--- src/rtl/arb_pkg.sv ---
// Shared types and defaults for the arbiter requester slice.
package arb_pkg;

  localparam int NUM_REQ     = 5;
  localparam int DEF_DEPTH   = 4;
  localparam int DEF_LEN_W   = 4;
  localparam int DEF_TIMEOUT = 15;

  typedef enum logic [1:0] {
    IDLE = 2'd0,
    REQ  = 2'd1,
    OWN  = 2'd2,
    GAP  = 2'd3
  } arb_state_e;

endpackage

--- src/rtl/arb_requester_if.sv ---
// Job-side and arbiter-side handshake bundle for one arb_requester.
// Optional statistics ports appear when ARB_REQ_STATS_EN is defined.
interface arb_requester_if #(
  parameter int DEPTH = arb_pkg::DEF_DEPTH,
  parameter int LEN_W = arb_pkg::DEF_LEN_W
);
  localparam int CNT_W = $clog2(DEPTH) + 1;

  logic             job_valid;
  logic [LEN_W-1:0] job_len;
  logic             job_ready;
  logic             req;
  logic             gnt;
  logic             bus_own;
  logic             xfer_done;
  logic             timeout_err;
  logic [CNT_W-1:0] fifo_count;

`ifdef ARB_REQ_STATS_EN
  logic [7:0]       max_wait;
  logic [15:0]      grant_cnt;

  modport master (
    input  job_valid, job_len, gnt,
    output job_ready, req, bus_own, xfer_done, timeout_err, fifo_count,
    output max_wait, grant_cnt
  );
  modport slave (
    output job_valid, job_len, gnt,
    input  job_ready, req, bus_own, xfer_done, timeout_err, fifo_count,
    input  max_wait, grant_cnt
  );
`else
  modport master (
    input  job_valid, job_len, gnt,
    output job_ready, req, bus_own, xfer_done, timeout_err, fifo_count
  );
  modport slave (
    output job_valid, job_len, gnt,
    input  job_ready, req, bus_own, xfer_done, timeout_err, fifo_count
  );
`endif

endinterface

--- src/rtl/arb_req_fifo.sv ---
// Job-length FIFO for arb_requester; push while full and pop while empty are ignored.
module arb_req_fifo
  import arb_pkg::*;
#(
  parameter int DEPTH = DEF_DEPTH,
  parameter int LEN_W = DEF_LEN_W
) (
  input  logic                   clock,
  input  logic                   reset,
  input  logic                   push,
  input  logic                   pop,
  input  logic [LEN_W-1:0]       din,
  output logic [LEN_W-1:0]       dout,
  output logic [$clog2(DEPTH):0] count,
  output logic                   full,
  output logic                   empty
);
  localparam int PTR_W = $clog2(DEPTH);
  localparam int CNT_W = PTR_W + 1;

  logic [LEN_W-1:0] mem [DEPTH];
  logic [PTR_W-1:0] wr_ptr;
  logic [PTR_W-1:0] rd_ptr;
  logic             do_push;
  logic             do_pop;

  always_comb begin
    full    = (count == CNT_W'(DEPTH));
    empty   = (count == '0);
    do_push = push && !full;
    do_pop  = pop && !empty;
    dout    = mem[rd_ptr];
  end

  always_ff @(posedge clock) begin
    if (do_push) mem[wr_ptr] <= din;
  end

  always_ff @(posedge clock or negedge reset) begin
    if (!reset) begin
      wr_ptr <= '0;
      rd_ptr <= '0;
      count  <= '0;
    end else begin
      if (do_push) wr_ptr <= wr_ptr + 1'b1;
      if (do_pop)  rd_ptr <= rd_ptr + 1'b1;
      unique case ({do_push, do_pop})
        2'b10:   count <= count + 1'b1;
        2'b01:   count <= count - 1'b1;
        default: count <= count;
      endcase
    end
  end

endmodule

--- src/rtl/arb_requester.sv ---
// Client-side req/gnt agent: queues jobs, owns the resource for job_len+1 granted
// cycles, handles preemption and starvation timeout. Stats via ARB_REQ_STATS_EN.
module arb_requester
  import arb_pkg::*;
#(
  parameter int DEPTH   = DEF_DEPTH,
  parameter int LEN_W   = DEF_LEN_W,
  parameter int TIMEOUT = DEF_TIMEOUT
) (
  input logic           clock,
  input logic           reset,
  arb_requester_if.master bus
);
  localparam int WAIT_W = $clog2(TIMEOUT + 1);

  arb_state_e       state;
  arb_state_e       next_state;
  logic [WAIT_W-1:0] wait_cnt;
  logic [LEN_W-1:0] rem;
  logic [LEN_W-1:0] head_len;
  logic             fifo_full;
  logic             fifo_empty;
  logic             pop;
  logic             done;
  logic             tmo;
  logic             beat;

  arb_req_fifo #(.DEPTH(DEPTH), .LEN_W(LEN_W)) u_fifo (
    .clock (clock),
    .reset (reset),
    .push  (bus.job_valid),
    .pop   (pop),
    .din   (bus.job_len),
    .dout  (head_len),
    .count (bus.fifo_count),
    .full  (fifo_full),
    .empty (fifo_empty)
  );

  assign bus.job_ready = !fifo_full;

  always_comb begin
    next_state = state;
    pop        = 1'b0;
    done       = 1'b0;
    tmo        = 1'b0;
    beat       = 1'b0;
    unique case (state)
      IDLE: if (!fifo_empty) next_state = REQ;
      REQ: begin
        if (bus.gnt) begin
          next_state = OWN;
        end else if (wait_cnt == WAIT_W'(TIMEOUT - 1)) begin
          pop        = 1'b1;
          tmo        = 1'b1;
          next_state = GAP;
        end
      end
      OWN: begin
        if (bus.gnt) begin
          beat = 1'b1;
          if (rem == '0) begin
            pop        = 1'b1;
            done       = 1'b1;
            next_state = GAP;
          end
        end else begin
          next_state = REQ;
        end
      end
      GAP:     next_state = IDLE;
      default: next_state = IDLE;
    endcase
  end

  // Remaining length is loaded once on IDLE->REQ, so a preempted burst resumes
  // with its remainder. Outputs register this cycle's activity and trail state by one clock.
  always_ff @(posedge clock or negedge reset) begin
    if (!reset) begin
      state           <= IDLE;
      wait_cnt        <= '0;
      rem             <= '0;
      bus.req         <= 1'b0;
      bus.bus_own     <= 1'b0;
      bus.xfer_done   <= 1'b0;
      bus.timeout_err <= 1'b0;
    end else begin
      state <= next_state;
      if (state == REQ && next_state == REQ) wait_cnt <= wait_cnt + 1'b1;
      else                                   wait_cnt <= '0;
      if (state == IDLE && next_state == REQ) rem <= head_len;
      else if (beat && rem != '0)             rem <= rem - 1'b1;
      bus.req         <= (state == REQ) || (state == OWN);
      bus.bus_own     <= beat;
      bus.xfer_done   <= done;
      bus.timeout_err <= tmo;
    end
  end

`ifdef ARB_REQ_STATS_EN
  logic       grant;
  logic [7:0] lat;

  always_comb begin
    grant = (state == REQ) && bus.gnt;
    lat   = (32'(wait_cnt) > 32'd255) ? 8'hFF : 8'(wait_cnt);
  end

  always_ff @(posedge clock or negedge reset) begin
    if (!reset) begin
      bus.max_wait  <= '0;
      bus.grant_cnt <= '0;
    end else if (grant) begin
      bus.grant_cnt <= bus.grant_cnt + 1'b1;
      if (lat > bus.max_wait) bus.max_wait <= lat;
    end
  end
`endif

endmodule

--- src/flat_wrapper.sv ---
// flat-port wrapper written by rule: the top's interface ports become plain ports
module arb_requester_flat import arb_pkg::*;
#(
  parameter int DEPTH   = DEF_DEPTH,
  parameter int LEN_W   = DEF_LEN_W,
  parameter int TIMEOUT = DEF_TIMEOUT
)
  (clock, reset, bus_job_valid, bus_job_len, bus_gnt, bus_job_ready, bus_req, bus_bus_own, bus_xfer_done, bus_timeout_err, bus_fifo_count);
  arb_requester_if #(.DEPTH(DEPTH), .LEN_W(LEN_W)) bus_i ();
  input logic clock;
  input logic reset;
  input wire logic [$bits(bus_i.job_valid)-1:0] bus_job_valid;
  input wire logic [$bits(bus_i.job_len)-1:0] bus_job_len;
  input wire logic [$bits(bus_i.gnt)-1:0] bus_gnt;
  output wire logic [$bits(bus_i.job_ready)-1:0] bus_job_ready;
  output wire logic [$bits(bus_i.req)-1:0] bus_req;
  output wire logic [$bits(bus_i.bus_own)-1:0] bus_bus_own;
  output wire logic [$bits(bus_i.xfer_done)-1:0] bus_xfer_done;
  output wire logic [$bits(bus_i.timeout_err)-1:0] bus_timeout_err;
  output wire logic [$bits(bus_i.fifo_count)-1:0] bus_fifo_count;
  assign bus_i.job_valid = bus_job_valid;
  assign bus_i.job_len = bus_job_len;
  assign bus_i.gnt = bus_gnt;
  assign bus_job_ready = bus_i.job_ready;
  assign bus_req = bus_i.req;
  assign bus_bus_own = bus_i.bus_own;
  assign bus_xfer_done = bus_i.xfer_done;
  assign bus_timeout_err = bus_i.timeout_err;
  assign bus_fifo_count = bus_i.fifo_count;
  arb_requester #(.DEPTH(DEPTH), .LEN_W(LEN_W), .TIMEOUT(TIMEOUT)) u_core (.clock(clock), .reset(reset), .bus(bus_i));
endmodule
--- config.mk ---
export PLATFORM = sky130hd
export DESIGN_NAME = arb_requester_flat
export DESIGN_NICKNAME = d
export VERILOG_FILES = /design/src/rtl/arb_pkg.sv /design/src/rtl/arb_requester_if.sv /design/src/rtl/arb_req_fifo.sv /design/src/rtl/arb_requester.sv /design/src/flat_wrapper.sv
export SDC_FILE = /design/constraint.sdc
export NUM_CORES = 1
export LEC_CHECK = 0
export CORE_MARGIN = 4
export CORE_UTILIZATION = 50
export CTS_BUF_LIST = sky130_fd_sc_hd__clkbuf_4 sky130_fd_sc_hd__clkbuf_8
export CTS_CLUSTER_DIAMETER = 60
export DETAILED_ROUTE_END_ITERATION = 8
export PLACE_DENSITY = 0.71
export SKIP_CTS_REPAIR_TIMING = 1
export SLEW_MARGIN = 20
export SYNTH_ARGS = -nofsm -noshare
export SYNTH_HDL_FRONTEND = slang
export SYNTH_SLANG_ARGS = --single-unit
--- constraint.sdc ---
create_clock -name clock -period 3.8 [get_ports clock]
set_input_delay 0.76 -clock clock [delete_from_list [all_inputs] [get_ports clock]]
set_output_delay 0.76 -clock clock [all_outputs]
set_load 0.02 [all_outputs]
* Yosys cells after proc, flatten, opt, wreduce, memory -nomap -nowiden
Memories as Yosys holds them, arrays and structs flattened. Index checks and enable logic that the tools add are counted.
Storage, ports and cells: bits in registers 21, latch bits 0, memory bits (writable) 16, bits in read-only memories 0, bits of input ports 8, output and inout bits 8, logic and storage cells 60, memories 1
Memories:
- u_core.u_fifo.mem | words 4, bits a word 4, read ports 1, clocked after memory_dff 0, wr ports 1, RTL line arb_req_fifo.sv:21 | logic [LEN_W-1:0] mem [DEPTH];
Cells by class: $add $sub $neg 6, multipliers 0, div/mod/pow operators 0, magnitude comparators 0, equal/unequal tests 8, shift-type cells 0, mux-type cells 21, bitwise operators 0, reductions and logical operators 14
Operators with widths (number):
- $mux W4 | 3
- $mux W1 | 10
- $mux W2 | 5
- $pmux W2 S4 | 1
- $eq A2 B1 Y1 const B | 3
- $eq A2 B2 Y1 const B | 3
- $pmux W3 S2 | 1
- $logic_and A1 B1 Y1 | 5
- $add A2 B1 Y2 const B | 2
- $add A4 B1 Y4 const B | 1
- $eq A4 B4 Y1 const B | 1
- $logic_not A4 Y1 | 1
- $reduce_bool A2 Y1 | 2
- $reduce_bool A4 Y1 | 1
- $sub A4 B1 Y4 const B | 1
- $add A3 B1 Y3 const B | 1
- $eq A3 B3 Y1 const B | 1
- $logic_not A3 Y1 | 1
- $sub A3 B1 Y3 const B | 1
- $logic_not A1 Y1 | 2
- $logic_not A2 Y1 | 1
- $pmux W1 S2 | 1
- $logic_or A1 B1 Y1 | 1

* Depth between registers and ports, before layout
Gate-level depths: netlist (run 1).
depth after elaboration 7, depth in mapped cells 11, mapped depth without buffers 11

* By module
From an unflattened synthesis (run 1), not the netlist that was laid out.
Second synthesis, totals: cell total of the unflattened synthesis 126, area total of the unflattened synthesis 1781.7 um^2
Modules (own cells, without submodules):
- arb_req_fifo | instances 1, cells an instance 59, area each 1009.7 um^2
- arb_requester | instances 1, cells an instance 67, area each 772.0 um^2

* Worst setup path after synthesis (run 1)
Ideal clock, no wire load.
path kind input to register, start point in bus_gnt, end point reg u_core.u_fifo.count[2], arrival time 2.284 ns, slack 1.436 ns, stages on the path 9, path buffers 0, cells stage by stage nor2b_1 and4_4 o211a_1 ha_1 inv_1 fa_1 xor2_1 nor2_1 xor2_1
Between the ends: cells in the longest elaborated chain, start to end 5
Ends and longest elaborated chain:
- from (decl) | RTL line flat_wrapper.sv:14 | input wire logic [$bits(bus_i.gnt)-1:0] bus_gnt;
- $mux W1, on equally long branches | RTL line arb_requester.sv:60, arb_requester.sv:51
- $pmux W1 S2 * | RTL line arb_requester.sv:48 | unique case (state)
- $logic_and A1 B1 Y1 * | RTL line arb_req_fifo.sv:31 | do_pop = pop && !empty;
- net u_core.u_fifo.do_pop | RTL line arb_req_fifo.sv:25 | logic do_pop;
- $eq A2 B1 Y1 / $eq A2 B2 Y1 (equally long branches) | RTL line arb_req_fifo.sv:47 | unique case ({do_push, do_pop})
- $pmux W3 S2 / $reduce_bool A2 Y1 (equally long branches)
- to (signal assigned) | RTL line arb_req_fifo.sv:48 | 2'b10: count <= count + 1'b1;
- to (signal assigned) | RTL line arb_req_fifo.sv:49 | 2'b01: count <= count - 1'b1;
- to (signal assigned) | RTL line arb_req_fifo.sv:50 | default: count <= count;
- to (decl) | RTL line arb_req_fifo.sv:14 | output logic [$clog2(DEPTH):0] count,
Mark *: on every way through the listed nets, which the timed path passes. The rest lies on a longest branch. A chain may end at the register's enable or synchronous reset.

* Worst setup path in the final report (run 1)
Same ends and word-level chain as after synthesis.

==> impl_metrics.tcl, run 1 <==
set metrics [dict create \
    synth_area_sq_um 1744 \
    detail_route.iter0.violations 37 \
    crit_family "buffers and inverters" \
    cp.arrival_ns 3.04 \
    period_minus_slack_ns 2.766 \
    setup_violations 0 \
    clk_pin_slew_ns 0.11 \
    grt_max_degree 22 \
    io_buffers 15 \
    worstPathCellList "clkdlybuf4s50_1 > and2_0 > and2_1 > o211a_1 > ha_1 > inv_1 > fa_1 > xor2_1 > nor2_1 > xor2_1" \
    rows 21 \
    synthesis.instances 123 \
    min_period_over_period_pct 72.79 \
    syn_avg_cell_area_sq_um 14.18 \
    worstPathRequired_ns 4.07 \
    grt_usage_pct 15.03 \
    critical_path_class "primary input to flop" \
    clockBufferDepth 2 \
    numCtsBuffers 5 \
    grt_pass1_wl_um 4788 \
    clock_sinks 37 \
    initial_core_util_pct 51.86 \
    drcViolationCount 0 \
    synth.distinct_cells 33 \
    maxCapViolCount 0 \
    drtPass1Iterations 4 \
    leakage_nw 0.8836 \
    clock_skew_ns 0.009440 \
    holdCritPathClass "flop to flop" \
    placed_cell_area_sq_um 1948 \
    grt_pass1_vias 1050 \
    synth-seq-cells 37 \
    layout_common_cells "dfrtp_1, edfxtp_1, clkdlybuf4s50_1" \
    gp_congestion 0.7400 \
    design_area_sq_um 2027 \
    crit_top_cell "xor2_1" \
    cts_tree "yes" \
    status "completed" \
    clk_root_buffer_cell "clkbuf_4" \
    overflow 0 \
    fill_cells 305 \
    detail-route-antenna-nets 0 \
    wl_per_cell_um 14.21 \
    die-area_sq_um 4497 \
    worst_path_largest_cell_delay_ns 0.52 \
    crit_slowest_cell "clkdlybuf4s50_1" \
    clk_latency_ns 0.34 \
    worstSetupStartpointType "primary input" \
    hold_viol_final 0 \
    drv_slew 0 \
    crit_fanout 5 \
    endpoint_kind "flop" \
    yosysWarnings 0 \
    slew_headroom_pct 37.70 \
    syn_to_final_growth_pct 16.21 \
    nets 165 \
    final_common_cell "dfrtp_1" \
    ios 16 \
    cellPowerDensity_nw_per_um2 706.4 \
    syn_nets 144 \
    die_w_um 67.06 \
    rsz0062_at_grt "no" \
    vias 990 \
    core_area_sq_um 3363 \
    drive_above_1_share_pct 13.79 \
    ctsHtreeMaxLevel 2 \
    place_hpwl_um 2070 \
    viasPerCell 5.183 \
    die_h_um 67.06 \
    antenna_cells 0 \
    drt_wl_total_um 2715 \
    finalSetupTns_ns 0 \
    max_clock_freq_ghz 0.3615 \
    synth-seq-area-share_pct 57.68 \
    cp_num_buf_inv 2 \
    vdd_ir_drop_max_uv 384.0 \
    hold_slack_ns 0.4983 \
    tightest_slew_ns 0.9315 \
    antenna_found_initial 0 \
]
cells in the mapped netlist, drive strengths merged:
library cell	instances	area share (%)
nand2b	1	0.36
mux4	4	5.2
buf	1	0.22
a311o	1	0.57
nor2b	1	0.36
o21ai	4	1.1
inv	13	2.8
or3b	1	0.50
edfxtp	16	28
o31a	2	1.1
a211o	2	1.0
dfrtp	21	30
and3	4	1.4
o211a	1	0.57
nand3b	1	0.43
nor2	5	1.1
xor2	5	2.5
xnor2	6	3.0
nand2	4	0.86
or3	1	0.65
mux2	4	3.4
ha	12	8.6
nand3	5	2.4
nor4	1	0.36
and4	1	0.65
nor3b	1	0.43
fa	1	1.1
and2	3	1.1
a21o	1	0.43
cell type report:
type                       count  area, sq um  area share, %
sequential                    37         1006          49.63
multi-input combinational     72        685.7          33.83
timing repair buffer          15        150.1          7.407
tap                           46        57.56          2.840
inverter                      13        48.80          2.407
clock buffer                   6        45.04          2.222
clock inverter                 2        33.78          1.667
worst paths after layout:
kind	slack, ns	end	from	depth (start not counted)
worst min register to register	0.50	u_core.wait_cnt[0]	u_core.wait_cnt[0]	1
max in group asynchronous	2.29	u_core.u_fifo.wr_ptr[0]	reset	1
worst min-delay path	0.50	u_core.wait_cnt[0]	u_core.wait_cnt[0]	1
worst max-delay path	1.03	u_core.u_fifo.count[2]	bus_gnt	10
worst max register to register	1.13	u_core.u_fifo.count[2]	u_core.state[1]	11
min in group asynchronous	0.93	u_core.rem[1]	reset	1
worst register-to-register path, cell delays in order, from the launching register on:
cell and delay, ns:
dfrtp_1 0.44, inv_1 0.14, ha_1 0.24, nor2b_1 0.20, and4_4 0.26, o211a_1 0.24
ha_1 0.20, inv_1 0.06, fa_1 0.38, xor2_1 0.16, nor2_1 0.13, xor2_1 0.16
metrics by stage:
stage / utilization, % / setup slack, ns / instances / total power, W
after floorplan: - / 1.436 / 123 / 0.001017
after global placement: 57.92 / 0.8162 / 183 / 0.001152
after detailed placement: 57.92 / 0.6775 / 183 / 0.001181
after CTS: 60.27 / 1.051 / 191 / 0.001451
after global routing: 60.27 / 0.8162 / 191 / 0.001543
final: 60.27 / 1.034 / 191 / 0.001432
report_power, final:
part           switching, W  leakage, nW  internal (W)  total (W)
Sequential        0.0000852        0.415      0.000532   0.000617
Clock              0.000124       0.0433      0.000144   0.000268
Combinational      0.000267        0.426      0.000280   0.000547
routing by layer:
| metal | global-route usage [%] | vias up | routed length (um) |
|---|---|---|---|
| met4 | 7.595 | 0 | 30 |
| met5 | 0 | - | 0 |
| li1 | - | 478 | - |
| met3 | 4.216 | 3 | 144 |
| met1 | 18.29 | 488 | 1197 |
| met2 | 24.17 | 21 | 1343 |
registers in the layout, summed over array words and instances, names as in the netlist:
name,cells
u_core.bus.xfer_done,1
u_core.bus.bus_own,1
u_core.u_fifo.mem,16
u_core.u_fifo.rd_ptr,2
u_core.u_fifo.wr_ptr,2
u_core.wait_cnt,4
u_core.u_fifo.count,3
u_core.bus.req,1
u_core.bus.timeout_err,1
u_core.rem,4
u_core.state,2
kinds of logic (layout without fill, tap and decap cells):
logic type	Yosys count	in the layout	synth area share (%)
AND/OR/NAND/NOR	29	29	10.62
flip-flops	37	37	57.68
adder cells (fa/ha/maj)	13	13	9.756
XOR/XNOR	11	11	5.524
AO/OA/AOI/OAI	11	11	4.807
buffers and inverters	14	36	3.013
multiplexers	8	8	8.609
Power figures use the tool's default switching activity.
==> run 2: changes to the inputs <==
==> constraint.sdc (replaced) <==
create_clock -name clock -period 2.85 [get_ports clock]
set_input_delay 0.57 -clock clock [delete_from_list [all_inputs] [get_ports clock]]
set_output_delay 0.57 -clock clock [all_outputs]
set_load 0.02 [all_outputs]
==> run 2 against run 1 <==
Against the previous run:
- flip-flop and latch count unchanged
- clock-buffer cell count up 2
- setup slack worse by 0.79 ns
- register-to-register slack worse by 0.89 ns
- worst hold slack worse by 0.0021 ns
- sequential share of layout area down 0.30 points
- cell count up 1.6%
- critical path depth up 1
- die area unchanged
- clock power up 14%
- routed wire length down 1.1%
- via count down 1.4%
- largest power group unchanged
==> impl_metrics.tcl, run 2 (same netlist as run 1, synthesis figures left out) <==
set metrics [dict create \
    drv_slew 0 \
    leakage_nw 0.8961 \
    worstPathCellList "inv_1 > ha_1 > nor2b_2 > and4_4 > o211a_1 > ha_1 > inv_1 > fa_1 > xor2_1 > nor2_1 > xor2_1" \
    detail-route-antenna-nets 0 \
    top_regs "u_core.u_fifo.mem x16, u_core.rem x4, u_core.wait_cnt x4" \
    drtPass1Iterations 4 \
    grt_pass1_vias 1026 \
    top_register "u_core.u_fifo.mem" \
    fin_ws_ns 0.2411 \
    viasPerCell 5.031 \
    io_buffers 15 \
    worst_path_largest_cell_delay_ns 0.43 \
    worstSetupStartpointType "flop" \
    grt_usage_pct 14.89 \
    critical_path_class "flop to flop" \
    max_clock_freq_ghz 0.3833 \
    hold_viol_final 0 \
    clk_pin_slew_ns 0.10 \
    initial_core_util_pct 51.86 \
    drcViolationCount 0 \
    vias 976 \
    clk_latency_ns 0.35 \
    rows 21 \
    gp_congestion 0.7718 \
    wl_per_cell_um 13.85 \
    die_h_um 67.06 \
    holdCritPathClass "flop to flop" \
    syn_to_final_growth_pct 16.93 \
    cellPowerDensity_nw_per_um2 914.3 \
    layout_common_cells "dfrtp_1, edfxtp_1, clkdlybuf4s50_1" \
    cts_tree "yes" \
    overflow 0 \
    drive_above_1_share_pct 16.89 \
    clock_sinks 37 \
    ff2ff_setup_slack_ns 0.24 \
    antenna_cells 0 \
    slew_headroom_pct 76.81 \
    grt_pass1_wl_um 4788 \
    crit_fanout 4 \
    final_common_cell "dfrtp_1" \
    min_period_over_period_pct 91.54 \
    finalSetupTns_ns 0 \
    place_ws_ns -0.08020 \
    core_area_sq_um 3363 \
    endpoint_kind "flop" \
    period_minus_slack_ns 2.609 \
    tightest_slew_ns 0.3479 \
    numCtsBuffers 5 \
    ios 16 \
    clockBufferDepth 2 \
    worstPathRequired_ns 3.12 \
    grt_max_degree 22 \
    clock_skew_ns 0.01193 \
    die_w_um 67.06 \
    vdd_ir_drop_max_uv 500.8 \
    detail_route.iter0.violations 25 \
    setup_violations 0 \
    crit_slowest_cell "dfrtp_1" \
    drt_wl_total_um 2686 \
    rsz0062_at_grt "no" \
    fill_cells 292 \
    place_hpwl_um 2051 \
    status "completed" \
    clk_root_buffer_cell "clkbuf_4" \
    cp.arrival_ns 2.88 \
    maxCapViolCount 0 \
    antenna_found_initial 0 \
    ctsHtreeMaxLevel 2 \
    multi_input_area_sq_um 688.2 \
    nets 168 \
    largest_reg_flops 16 \
    seq_area_sq_um 1006 \
    die-area_sq_um 4497 \
]
run 2: changes by cell type in the layout (fill, tap and decap cells not counted):
cell and delta:
buf_4 +3, nor2b_2 +1, clkbuf_4 +1, nor2b_1 -1, clkinv_1 -1, clkbuf_8 +1
bufinv_16 -1
run 2: power breakdown:
part	total, W	leakage (nW)	internal (W)	switching [W]
Sequential	0.000822	0.415	0.000709	0.000113
Clock	0.000305	0.0394	0.000141	0.000165
Combinational	0.000738	0.442	0.000383	0.000355
Total	0.00186	0.896	0.00123	0.000633
run 2: through the flow:
stage	hold slack (ns)	utilization, %	std cells	power (W)	instance area, sq um
after global routing	0.5439	60.64	194	0.002008	2039
final	0.4963	60.64	194	0.001865	2039
after detailed placement	0.4848	58.59	186	0.001581	1971
after floorplan	0.2744	-	123	0.001356	1744
after CTS	0.4987	60.57	194	0.001884	2037
after global placement	0.4702	58.59	186	0.001546	1971
run 2: area by class of cell:
class | instances | share of cell area [%]
flip-flops and latches | 37 | 49.32
multi-input cells | 72 | 33.74
repair buffers | 18 | 8.466
clock buffers | 8 | 3.252
well taps | 46 | 2.822
inverters | 13 | 2.393
run 2: critical path: cells and delay by family (launching register included):
kind | cells | cell delay [ns]
compound gates | 1 | 0.23
xor+xnor | 2 | 0.32
fa+ha+maj | 3 | 0.82
buf+inv | 2 | 0.20
simple gates | 3 | 0.54
flops | 1 | 0.43
run 2: worst paths after layout:
kind / depth (start not counted) / start / endpoint
setup / recovery: 11 / u_core.state[1] / u_core.u_fifo.count[2]
hold / removal: 1 / u_core.wait_cnt[0] / u_core.wait_cnt[0]
setup reg to reg: 11 / u_core.state[1] / u_core.u_fifo.count[2]
hold reg to reg: 1 / u_core.wait_cnt[0] / u_core.wait_cnt[0]
max in group asynchronous: 2 / reset / u_core.u_fifo.wr_ptr[1]
min in group asynchronous: 2 / reset / u_core.rem[2]
run 2: per-layer routing:
layer	share of wire, %	global-route usage [%]	up-vias
met5	0	0	-
met4	1.9	5.316	0
li1	-	-	477
met3	5.0	6.071	6
met1	44	17.68	476
met2	49	24.17	17
==> run 3: changes to the inputs <==
--- a/config.mk
+++ b/config.mk
@@ -10,6 +10,7 @@
 export CTS_BUF_LIST = sky130_fd_sc_hd__clkbuf_4 sky130_fd_sc_hd__clkbuf_8
 export CTS_CLUSTER_DIAMETER = 60
 export DETAILED_ROUTE_END_ITERATION = 8
+export GPL_ROUTABILITY_DRIVEN = 0
 export PLACE_DENSITY = 0.71
 export SKIP_CTS_REPAIR_TIMING = 1
 export SLEW_MARGIN = 20
==> results of run 3 <==
Final layout, timing and power as in run 2 (identical DEF).
